File: src/rtl/sigma_delta_mux_scheduler_pkg.sv
// Shared types and helpers for the sigma-delta mux scheduler.
// The scheduler state encoding and the round-robin index wrap live here.
package sigma_delta_pkg;

  typedef enum logic [1:0] {
    IDLE,
    SELECT,
    SETTLE,
    ACCUM
  } sd_sched_state_t;

  // Wraps ptr+offset back into 0..n-1; offset never exceeds n.
  function automatic int rr_wrap(input int v, input int n);
    return (v >= n) ? v - n : v;
  endfunction

endpackage

File: src/rtl/sigma_delta_mux_scheduler_if.sv
// Control, ADC-side and result-side signals of the mux scheduler.
// The slave modport is the scheduler; master is whoever feeds and drains it.
interface sigma_delta_mux_scheduler_if #(
  parameter int NUM_CH   = 4,
  parameter int ADC_WDTH = 16,
  parameter int CH_WDTH  = $clog2(NUM_CH)
);
  logic                en;
  logic [NUM_CH-1:0]   ch_mask;
  logic [ADC_WDTH-1:0] adc_output;
  logic                adc_valid;
  logic [CH_WDTH-1:0]  mux_sel;
  logic [ADC_WDTH-1:0] out_data;
  logic [CH_WDTH-1:0]  out_ch;
  logic                out_valid;
  logic                out_ready;
  logic                overrun;
  logic                busy;

  modport master (
    output en, ch_mask, adc_output, adc_valid, out_ready,
    input  mux_sel, out_data, out_ch, out_valid, overrun, busy
  );

  modport slave (
    input  en, ch_mask, adc_output, adc_valid, out_ready,
    output mux_sel, out_data, out_ch, out_valid, overrun, busy
  );
endinterface

File: src/rtl/sigma_delta_mux_scheduler_rr_pick.sv
// Combinational round-robin picker: first set mask bit after ptr, wrapping,
// with ptr itself checked last so a lone enabled channel is re-picked.
module sd_rr_pick
  import sigma_delta_pkg::*;
#(
  parameter int NUM_CH  = 4,
  parameter int CH_WDTH = $clog2(NUM_CH)
) (
  input  logic [NUM_CH-1:0]  mask,
  input  logic [CH_WDTH-1:0] ptr,
  output logic [CH_WDTH-1:0] pick,
  output logic               found
);

  logic [CH_WDTH-1:0] cand;

  // Walk from farthest to nearest so the nearest hit is the one that sticks.
  always_comb begin
    pick  = '0;
    found = 1'b0;
    cand  = '0;
    for (int k = NUM_CH; k >= 1; k--) begin
      cand = CH_WDTH'(rr_wrap(int'(ptr) + k, NUM_CH));
      if (mask[cand]) begin
        pick  = cand;
        found = 1'b1;
      end
    end
  end

endmodule

File: src/rtl/sigma_delta_mux_scheduler.sv
// Time-shares one sigma-delta ADC across NUM_CH muxed inputs: round-robin select,
// discard settling samples, average 2**AVG_LOG2 samples, emit channel-tagged result.
module sigma_delta_mux_scheduler
  import sigma_delta_pkg::*;
#(
  parameter int NUM_CH   = 4,
  parameter int ADC_WDTH = 16,
  parameter int SETTLE   = 2,
  parameter int AVG_LOG2 = 2,
  parameter int CH_WDTH  = $clog2(NUM_CH)
) (
  input logic clk,
  input logic rst,
  sigma_delta_mux_scheduler_if.slave bus
);

  localparam int AVG_N  = 1 << AVG_LOG2;
  localparam int ACC_W  = ADC_WDTH + AVG_LOG2;
  localparam int SCNT_W = (SETTLE < 2) ? 1 : $clog2(SETTLE);
  localparam int ACNT_W = AVG_LOG2 + 1;

  sd_sched_state_t     state;
  logic [CH_WDTH-1:0]  ptr;
  logic [CH_WDTH-1:0]  mux_sel_q;
  logic [SCNT_W-1:0]   set_cnt;
  logic [ACNT_W-1:0]   avg_cnt;
  logic [ACC_W-1:0]    acc;
  logic [ACC_W-1:0]    acc_next;
  logic [ADC_WDTH-1:0] result;
  logic [ADC_WDTH-1:0] out_data_q;
  logic [CH_WDTH-1:0]  out_ch_q;
  logic                out_valid_q;
  logic                overrun_q;
  logic [CH_WDTH-1:0]  pick;
  logic                found;
  logic                fire;
  logic                last_settle;

  sd_rr_pick #(
    .NUM_CH  (NUM_CH),
    .CH_WDTH (CH_WDTH)
  ) u_pick (
    .mask  (bus.ch_mask),
    .ptr   (ptr),
    .pick  (pick),
    .found (found)
  );

  // acc is wide enough for 2**AVG_LOG2 full-scale samples, so no wrap.
  always_comb begin
    acc_next    = acc + ACC_W'(bus.adc_output);
    result      = ADC_WDTH'(acc_next >> AVG_LOG2);
    fire        = (state == ACCUM) && bus.en && bus.adc_valid &&
                  (int'(avg_cnt) == AVG_N - 1);
    last_settle = (int'(set_cnt) == SETTLE - 1);
  end

  always_ff @(posedge clk) begin
    if (rst) begin
      state       <= IDLE;
      ptr         <= CH_WDTH'(NUM_CH - 1);
      mux_sel_q   <= '0;
      set_cnt     <= '0;
      avg_cnt     <= '0;
      acc         <= '0;
      out_data_q  <= '0;
      out_ch_q    <= '0;
      out_valid_q <= 1'b0;
      overrun_q   <= 1'b0;
    end else begin
      case (state)
        IDLE: begin
          if (bus.en && |bus.ch_mask) state <= SELECT;
        end
        SELECT: begin
          if (!bus.en || !found) begin
            state <= IDLE;
          end else begin
            mux_sel_q <= pick;
            ptr       <= pick;
            set_cnt   <= '0;
            avg_cnt   <= '0;
            acc       <= '0;
            state     <= (SETTLE == 0) ? ACCUM : sigma_delta_pkg::SETTLE;
          end
        end
        sigma_delta_pkg::SETTLE: begin
          if (!bus.en) begin
            state <= IDLE;
          end else if (bus.adc_valid) begin
            if (last_settle) state <= ACCUM;
            else             set_cnt <= set_cnt + 1'b1;
          end
        end
        ACCUM: begin
          // Abort leaves mux_sel and ptr on the aborted channel; acc is
          // cleared on the next SELECT.
          if (!bus.en) begin
            state <= IDLE;
          end else if (bus.adc_valid) begin
            if (fire) begin
              state <= SELECT;
            end else begin
              acc     <= acc_next;
              avg_cnt <= avg_cnt + 1'b1;
            end
          end
        end
        default: state <= IDLE;
      endcase

      // A result arriving while the held one is not being taken is lost.
      if (fire) begin
        if (!out_valid_q || bus.out_ready) begin
          out_data_q  <= result;
          out_ch_q    <= mux_sel_q;
          out_valid_q <= 1'b1;
        end else begin
          overrun_q <= 1'b1;
        end
      end else if (out_valid_q && bus.out_ready) begin
        out_valid_q <= 1'b0;
      end
    end
  end

  assign bus.mux_sel   = mux_sel_q;
  assign bus.out_data  = out_data_q;
  assign bus.out_ch    = out_ch_q;
  assign bus.out_valid = out_valid_q;
  assign bus.overrun   = overrun_q;
  assign bus.busy      = (state != IDLE);

endmodule

File: src/flat_wrapper.sv
// flat-port wrapper written by rule: the top's interface ports become plain ports
module sigma_delta_mux_scheduler_flat import sigma_delta_pkg::*;
#(
  parameter int NUM_CH   = 4,
  parameter int ADC_WDTH = 16,
  parameter int SETTLE   = 2,
  parameter int AVG_LOG2 = 2,
  parameter int CH_WDTH  = $clog2(NUM_CH)
)
  (clk, rst, bus_en, bus_ch_mask, bus_adc_output, bus_adc_valid, bus_out_ready, bus_mux_sel, bus_out_data, bus_out_ch, bus_out_valid, bus_overrun, bus_busy);
  sigma_delta_mux_scheduler_if #(.NUM_CH(NUM_CH), .ADC_WDTH(ADC_WDTH), .CH_WDTH(CH_WDTH)) bus_i ();
  input logic clk;
  input logic rst;
  input wire logic [$bits(bus_i.en)-1:0] bus_en;
  input wire logic [$bits(bus_i.ch_mask)-1:0] bus_ch_mask;
  input wire logic [$bits(bus_i.adc_output)-1:0] bus_adc_output;
  input wire logic [$bits(bus_i.adc_valid)-1:0] bus_adc_valid;
  input wire logic [$bits(bus_i.out_ready)-1:0] bus_out_ready;
  output wire logic [$bits(bus_i.mux_sel)-1:0] bus_mux_sel;
  output wire logic [$bits(bus_i.out_data)-1:0] bus_out_data;
  output wire logic [$bits(bus_i.out_ch)-1:0] bus_out_ch;
  output wire logic [$bits(bus_i.out_valid)-1:0] bus_out_valid;
  output wire logic [$bits(bus_i.overrun)-1:0] bus_overrun;
  output wire logic [$bits(bus_i.busy)-1:0] bus_busy;
  assign bus_i.en = bus_en;
  assign bus_i.ch_mask = bus_ch_mask;
  assign bus_i.adc_output = bus_adc_output;
  assign bus_i.adc_valid = bus_adc_valid;
  assign bus_i.out_ready = bus_out_ready;
  assign bus_mux_sel = bus_i.mux_sel;
  assign bus_out_data = bus_i.out_data;
  assign bus_out_ch = bus_i.out_ch;
  assign bus_out_valid = bus_i.out_valid;
  assign bus_overrun = bus_i.overrun;
  assign bus_busy = bus_i.busy;
  sigma_delta_mux_scheduler #(.NUM_CH(NUM_CH), .ADC_WDTH(ADC_WDTH), .SETTLE(SETTLE), .AVG_LOG2(AVG_LOG2), .CH_WDTH(CH_WDTH)) u_core (.clk(clk), .rst(rst), .bus(bus_i));
endmodule
File: config.mk
export PLATFORM = sky130hd
export DESIGN_NAME = sigma_delta_mux_scheduler_flat
export DESIGN_NICKNAME = d
export VERILOG_FILES = /design/src/rtl/sigma_delta_mux_scheduler_pkg.sv /design/src/rtl/sigma_delta_mux_scheduler_if.sv /design/src/rtl/sigma_delta_mux_scheduler_rr_pick.sv /design/src/rtl/sigma_delta_mux_scheduler.sv /design/src/flat_wrapper.sv
export SDC_FILE = /design/constraint.sdc
export NUM_CORES = 1
export LEC_CHECK = 0
export CAP_MARGIN = 15
export CELL_PAD_IN_SITES_DETAIL_PLACEMENT = 1
export CELL_PAD_IN_SITES_GLOBAL_PLACEMENT = 1
export CORE_MARGIN = 3
export CORE_UTILIZATION = 42
export DETAILED_ROUTE_END_ITERATION = 8
export PLACE_DENSITY_LB_ADDON = 0.1
export SYNTH_ARGS = -nofsm -noshare
export SYNTH_HDL_FRONTEND = slang
export SYNTH_SLANG_ARGS = --single-unit
File: constraint.sdc
create_clock -name clk -period 7.2 [get_ports clk]
set_clock_uncertainty 0.15 [all_clocks]
set_input_delay 1.44 -clock clk [delete_from_list [all_inputs] [get_ports clk]]
set_output_delay 1.44 -clock clk [all_outputs]
set_load 0.1 [all_outputs]
After elaboration in Yosys (flattened, before gate mapping)
Cells that the tools add are included.
Cells by class
  $add $sub $neg: 11
  $lt $le $gt $ge: 8
  equal/unequal tests: 16
  mux-type cells: 47
  bitwise gates (word level): 2
  reduce and logical (&&, ||, !) cells: 23
Operators by type and width (count)
  $mux W18: 4
  $pmux W18 S2: 1
  $mux W2: 16
  $add A18 B16 Y18: 1
  $mux W1: 15
  $ne A2 B2 Y1 const B: 7
  $lt A2 B3 Y1 const B: 4
  $mux W3: 4
  $reduce_and A5 Y1: 2
  $ge A3 B3 Y1 const B: 3
  $bmux W1 S2: 4
  $pmux W2 S4: 1
  $reduce_and A2 Y1: 4
  $reduce_bool A2 Y1: 4
  $sub A2 B1 Y2 const B: 4
  $add A2 B2 Y3 const B: 2
  $ne A3 B2 Y1 const B: 2
  $ne A3 B3 Y1 const B: 2
  $pmux W3 S2: 1
  $logic_and A1 B1 Y1: 5
  $add A2 B3 Y4 const B: 1
  $eq A2 B2 Y1 const B: 2
  $ge A4 B3 Y1 const B: 1
  $reduce_and A4 Y1: 1
  12 further kinds: 16
Word-level totals
  flip-flop bits (word level): 48
  output and inout bits: 23
  logic and storage cells: 117

Logic depth before layout (Yosys ltp)
  depth after elaboration: 13
  gate-level depth with buffers: 9

By module
A second synthesis with hierarchy kept.
Second synthesis, totals
  cells, all modules: 344
  area, all modules: 2811.4 sq um
Modules (own cells, without submodules)
  sigma_delta_mux_scheduler: instances 1, cells each 330, area each 2720.1 sq um
  sd_rr_pick: instances 1, cells each 14, area each 91.3 sq um

Least setup slack after synthesis
Ideal clock, no wire load.
  path kind: input -> register
  start: input bus_adc_output[0]
  end: register u_core.out_data_q[12], in the netlist u_core.bus.out_data[12]
  library setup time: 118 ps
  arrival: 3070 ps
  slack: 3862 ps
  stages on the path: 9
  path buffers: 0
  path through: ha_1 > inv_1 > fa_1 > nand2b_1 > a211oi_1 > o211a_1 > a311o_1 > xor2_1 > a22o_1
On the way
  cells in the longest elaborated chain, start to end: 1
Ends and longest elaborated chain
  from (decl): line flat_wrapper.sv:16  | input wire logic [$bits(bus_i.adc_output)-1:0] bus_adc_output;
  $add A18 B16 Y18: line sigma_delta_mux_scheduler.sv:51  | acc_next = acc + ACC_W'(bus.adc_output);
  to (signal assigned): line sigma_delta_mux_scheduler.sv:115  | out_data_q <= result;
  to (decl): line sigma_delta_mux_scheduler.sv:30  | logic [ADC_WDTH-1:0] out_data_q;
No other way between the ends.
A chain may end at the register's enable or synchronous reset.

Worst setup path after layout
  start: input bus_ch_mask[0]
  end: register u_core.acc[17]
On the way
  cells in the longest elaborated chain, start to end: 10
  elaborated cells between the ends (all ways): 16
Ends and longest elaborated chain
  from (decl): line flat_wrapper.sv:15  | input wire logic [$bits(bus_i.ch_mask)-1:0] bus_ch_mask;
  $bmux W1 S2: line sigma_delta_mux_scheduler_rr_pick.sv:24  | if (mask[cand]) begin
  $mux W1 (not written as such): line sigma_delta_mux_scheduler_rr_pick.sv:24
  $mux W1 (3 in series): line sigma_delta_mux_scheduler_rr_pick.sv:24
  $mux W1 (*): line sigma_delta_mux_scheduler_rr_pick.sv:24
  $logic_not A1 Y1 (*): line sigma_delta_mux_scheduler.sv:76  | if (!bus.en || !found) begin
  $logic_or A1 B1 Y1 (*): line sigma_delta_mux_scheduler.sv:76
  $ne A2 B2 Y1 (no line) (*)
  $reduce_and A5 Y1 (no line) (*)
  to (signal assigned): line sigma_delta_mux_scheduler.sv:104  | acc <= acc_next;
  to (decl): line sigma_delta_mux_scheduler.sv:27  | logic [ACC_W-1:0] acc;
Every way passes the cells marked *; elsewhere a longest branch is shown, timed or not. The select of a mux whose other input is x is not followed.

==> impl_metrics.py <==
metrics = {
    "run_status": {
        "outcome": "complete, no violations",
    },
    "die": {
        "pin_count": 48,
        "initial_core_util_pct": 44.2,
        "die_h_um": 85.6,
        "core_area_mm2": 0.00603,
        "die_width_um": 85.6,
        "std_cell_rows": 28,
        "floorplan.die_area_mm2": 0.00733,
    },
    "clocking": {
        "cts.sink_count": 48,
        "cts_root_buf": "sky130_fd_sc_hd__clkbuf_8",
        "cts_hold_repair.buffers": 0,
        "cts_max_path_buffers": 2,
        "post_cts_buffers": 0,
        "cts_buffers": 5,
        "cts.reportedPaths.clkPinSlew_ps": 80,
        "cts_tree": "done",
        "worst_skew_pair.late_latency_ps": 300,
        "cts_max_level": 2,
        "resized_after_cts": 0,
    },
    "final_layout": {
        "finalNetCount": 406,
        "final_layout_size_suffix_gt1_share_pct": 4.14,
        "mostFrequentLayoutCell": "sky130_fd_sc_hd__dfxtp_1",
        "layout_common_cells": "sky130_fd_sc_hd__dfxtp_1 (48), sky130_fd_sc_hd__clkdlybuf4s50_1 (47), sky130_fd_sc_hd__a21oi_1 (34), sky130_fd_sc_hd__nor2_1 (33), sky130_fd_sc_hd__nand2_1 (27)",
        "fillerInstances": 759,
        "synthToLayoutAreaGrowth_pct": 22.5,
        "diodes": 0,
    },
    "timing": {
        "period_share_pct": 56.6,
        "worst_slew_pin_slew_ps": 1000,
        "tns_ps": 0,
        "timing.final.max_slew_violations": 0,
        "unrepaired_setup_endpoints_after_global_routing": "no",
        "post-route-min-period_ps": 4070,
        "timing.final.setup_violations": 0,
        "finalHoldViolations": 0,
        "maxSlewHeadroom_pct": 32.8,
        "final.setup.worst_slack_ps": 3130,
        "maxClockFrequency_mhz": 246,
    },
    "worst_setup_path": {
        "cp-end-kind": "flip-flop",
        "worst-path-buf-inv": 1,
        "setup.worst_path.class": "in2reg",
        "critical_path.startpoint_type": "input port",
        "critical_path_peak_fanout": 12,
        "crit_path_top_delay_cell": "sky130_fd_sc_hd__a21oi_1",
        "critPathMaxStageDelay_ps": 790,
        "crit_path_cell_trace": "clkdlybuf4s50_1 -> nor4_1 -> nor3_1 -> a21oi_1 -> nor2b_1 -> nor2b_1 -> a21oi_1",
        "cp_data_arrival_time_ps": 4150,
        "timing.critical_path.required_ps": 7280,
        "largest_delay_contributor_family_on_the_critical_path": "simple AND/OR/NAND/NOR gates",
    },
    "placed_design": {
        "io_buffers": 47,
        "preCtsSetupSlack_ps": 2850,
        "place.gp.congestion": 0.855,
        "dpl.hpwl_um": 5670,
    },
    "logic_synthesis": {
        "async_flop_share_pct": 0,
        "synth.area.top_cells": "sky130_fd_sc_hd__dfxtp_1 (36%), sky130_fd_sc_hd__ha_1 (8.5%), sky130_fd_sc_hd__a21oi_1 (6.4%), sky130_fd_sc_hd__nor2_1 (4.7%), sky130_fd_sc_hd__nand2_1 (3.8%)",
        "synthFlopType": "sky130_fd_sc_hd__dfxtp_1",
        "synth_enable_flop_cells": 0,
        "post_synth_num_cell_types": 53,
        "synth_warnings": 0,
        "syn-instance-count": 320,
        "ffs_latches_synth": 48,
        "netlist.top_cell.by_area": "sky130_fd_sc_hd__dfxtp_1",
        "post_synth_instance_area_mm2": 0.00266,
        "netlist.area_leader.share_pct": 36.1,
        "syn-num-nets": 364,
        "synth_seq_area_share_pct": 36.1,
        "synth.avg_cell_area_um2": 8.32,
    },
    "pwr": {
        "part_of_the_power_in_registers_pct": 56.2,
        "power_leakage_nw": 1.32,
        "ir_drop_uv": 93.4,
        "power.clock.fraction_pct": 31.4,
        "power_report.internal_total_mw": 0.358,
        "comb_power_share_pct": 12.4,
        "switching_power_mw": 0.122,
        "switching_share_pct": 25.3,
        "power_density_mw_per_mm2": 147,
    },
    "detailed_routing": {
        "drc": 0,
        "drt_iter0_drc": 159,
        "route.final.wire_length_um": 7320,
        "route.vias.total": 2470,
        "route.detailed.wl_per_inst_um": 16.8,
        "detail_route.first_pass.iterations": 4,
        "route.antenna.remaining_nets": 0,
        "via_per_inst": 5.65,
    },
    "global_routing": {
        "groute.usage.overall_pct": 21.0,
        "grt_max_degree": 44,
        "grt_overflow": 0,
        "antenna_found_initial": 0,
        "first_pass_grt_wire_length_um": 12400,
        "via_count_of_the_first_global_routing_pass": 2525,
    },
    "hold_path": {
        "worst_hold_path_type": "reg2reg",
    },
    "run": {
        "max-cap-violations": 0,
    },
}
## power groups by stage
| stage | Combinational (mW) | Clock [mW] | Sequential [mW] |
|---|---|---|---|
| after global placement | 0.0578 | 0 | 0.276 |
| final | 0.0593 | 0.151 | 0.270 |
| after global routing | 0.0644 | 0.168 | 0.270 |
| after CTS | 0.0595 | 0.156 | 0.270 |
| after floorplan | 0.0321 | 0 | 0.278 |
| after detailed placement | 0.0591 | 0 | 0.276 |
## routing by layer
metal / track usage (%) / up-vias / routed length (um)
met5: 0 / - / 0
met1: 26.7 / 1177 / 3350
met2: 36.9 / 40 / 3660
met3: 3.27 / 8 / 229
met4: 5.47 / 0 / 93
li1: - / 1245 / -
## tightest hold or removal path, stage by stage (launching register included)
cell and delay (ps):
sky130_fd_sc_hd__dfxtp_1 320, sky130_fd_sc_hd__nand2_1 50, sky130_fd_sc_hd__a21oi_1 50
## kinds of logic (layout without fill, tap and decap cells)
family | Yosys count | after routing | synth area share, %
flops | 48 | 48 | 36.1
mux | 1 | 1 | 0.376
simple gates | 114 | 114 | 21.1
buf+inv | 25 | 67 | 3.71
compound gates | 100 | 100 | 25.2
xor+xnor | 13 | 13 | 4.28
fa+ha+maj | 19 | 19 | 9.21
## state kept, by name (all words and copies together), names as in the netlist
register              cells
u_core.bus.out_data      16
u_core.state              2
u_core.bus.out_valid      1
u_core.bus.mux_sel        2
u_core.ptr                2
u_core.last_settle        1
u_core.avg_cnt            3
u_core.acc               18
u_core.bus.overrun        1
u_core.bus.out_ch         2
## cell type report
cell class,instances,area (um^2),area share (%)
Multi-Input combinational cell,247,1600,49.1
Inverter,11,41.3,1.27
Clock buffer,6,72.6,2.22
Sequential cell,48,961,29.5
Tap cell,75,93.8,2.88
Timing Repair Buffer,49,485,14.9
Clock inverter,1,5.00,0.153
## worst paths after layout
kind                          startpoint                endpoint  slack (ps)  depth (start not counted)
hold / removal    u_core.bus.out_data[3]  u_core.bus.out_data[3]         310                          2
setup / recovery          bus_ch_mask[0]          u_core.acc[17]        3130                          7
setup reg to reg       u_core.avg_cnt[0]          u_core.acc[17]        4410                          7
hold reg to reg   u_core.bus.out_data[3]  u_core.bus.out_data[3]         310                          2
## stage by stage
step	utilization (%)	instances	hold WS, ps	total power [mW]	cell area (um^2)
2_1_floorplan	-	320	279	0.310	2660
3_3_place_gp	52.8	430	295	0.334	3180
3_5_place_dp	52.8	430	301	0.335	3180
4_1_cts	54.1	437	317	0.485	3260
5_1_grt	54.1	437	346	0.502	3260
6_report	54.1	437	313	0.480	3260
## Yosys cell counts (all sizes together) (2+ instances only)
cell,count
nand2,27
xor2,6
clkbuf,10
or2,3
nand3,13
o221ai,2
o22ai,2
and2,3
nor3b,5
buf,4
a211oi,3
inv,11
o21ai,12
a21oi,35
xnor2,7
a22o,11
or3,2
nor3,6
nor2b,3
a41oi,2
dfxtp,48
nand3b,3
o31ai,2
and3,3
a211o,2
a22oi,7
ha,18
o21a,2
nor2,34
nand2b,6
a31oi,2
nand4,2
a21o,10
Note: power is estimated with default switching activity, not from simulation.
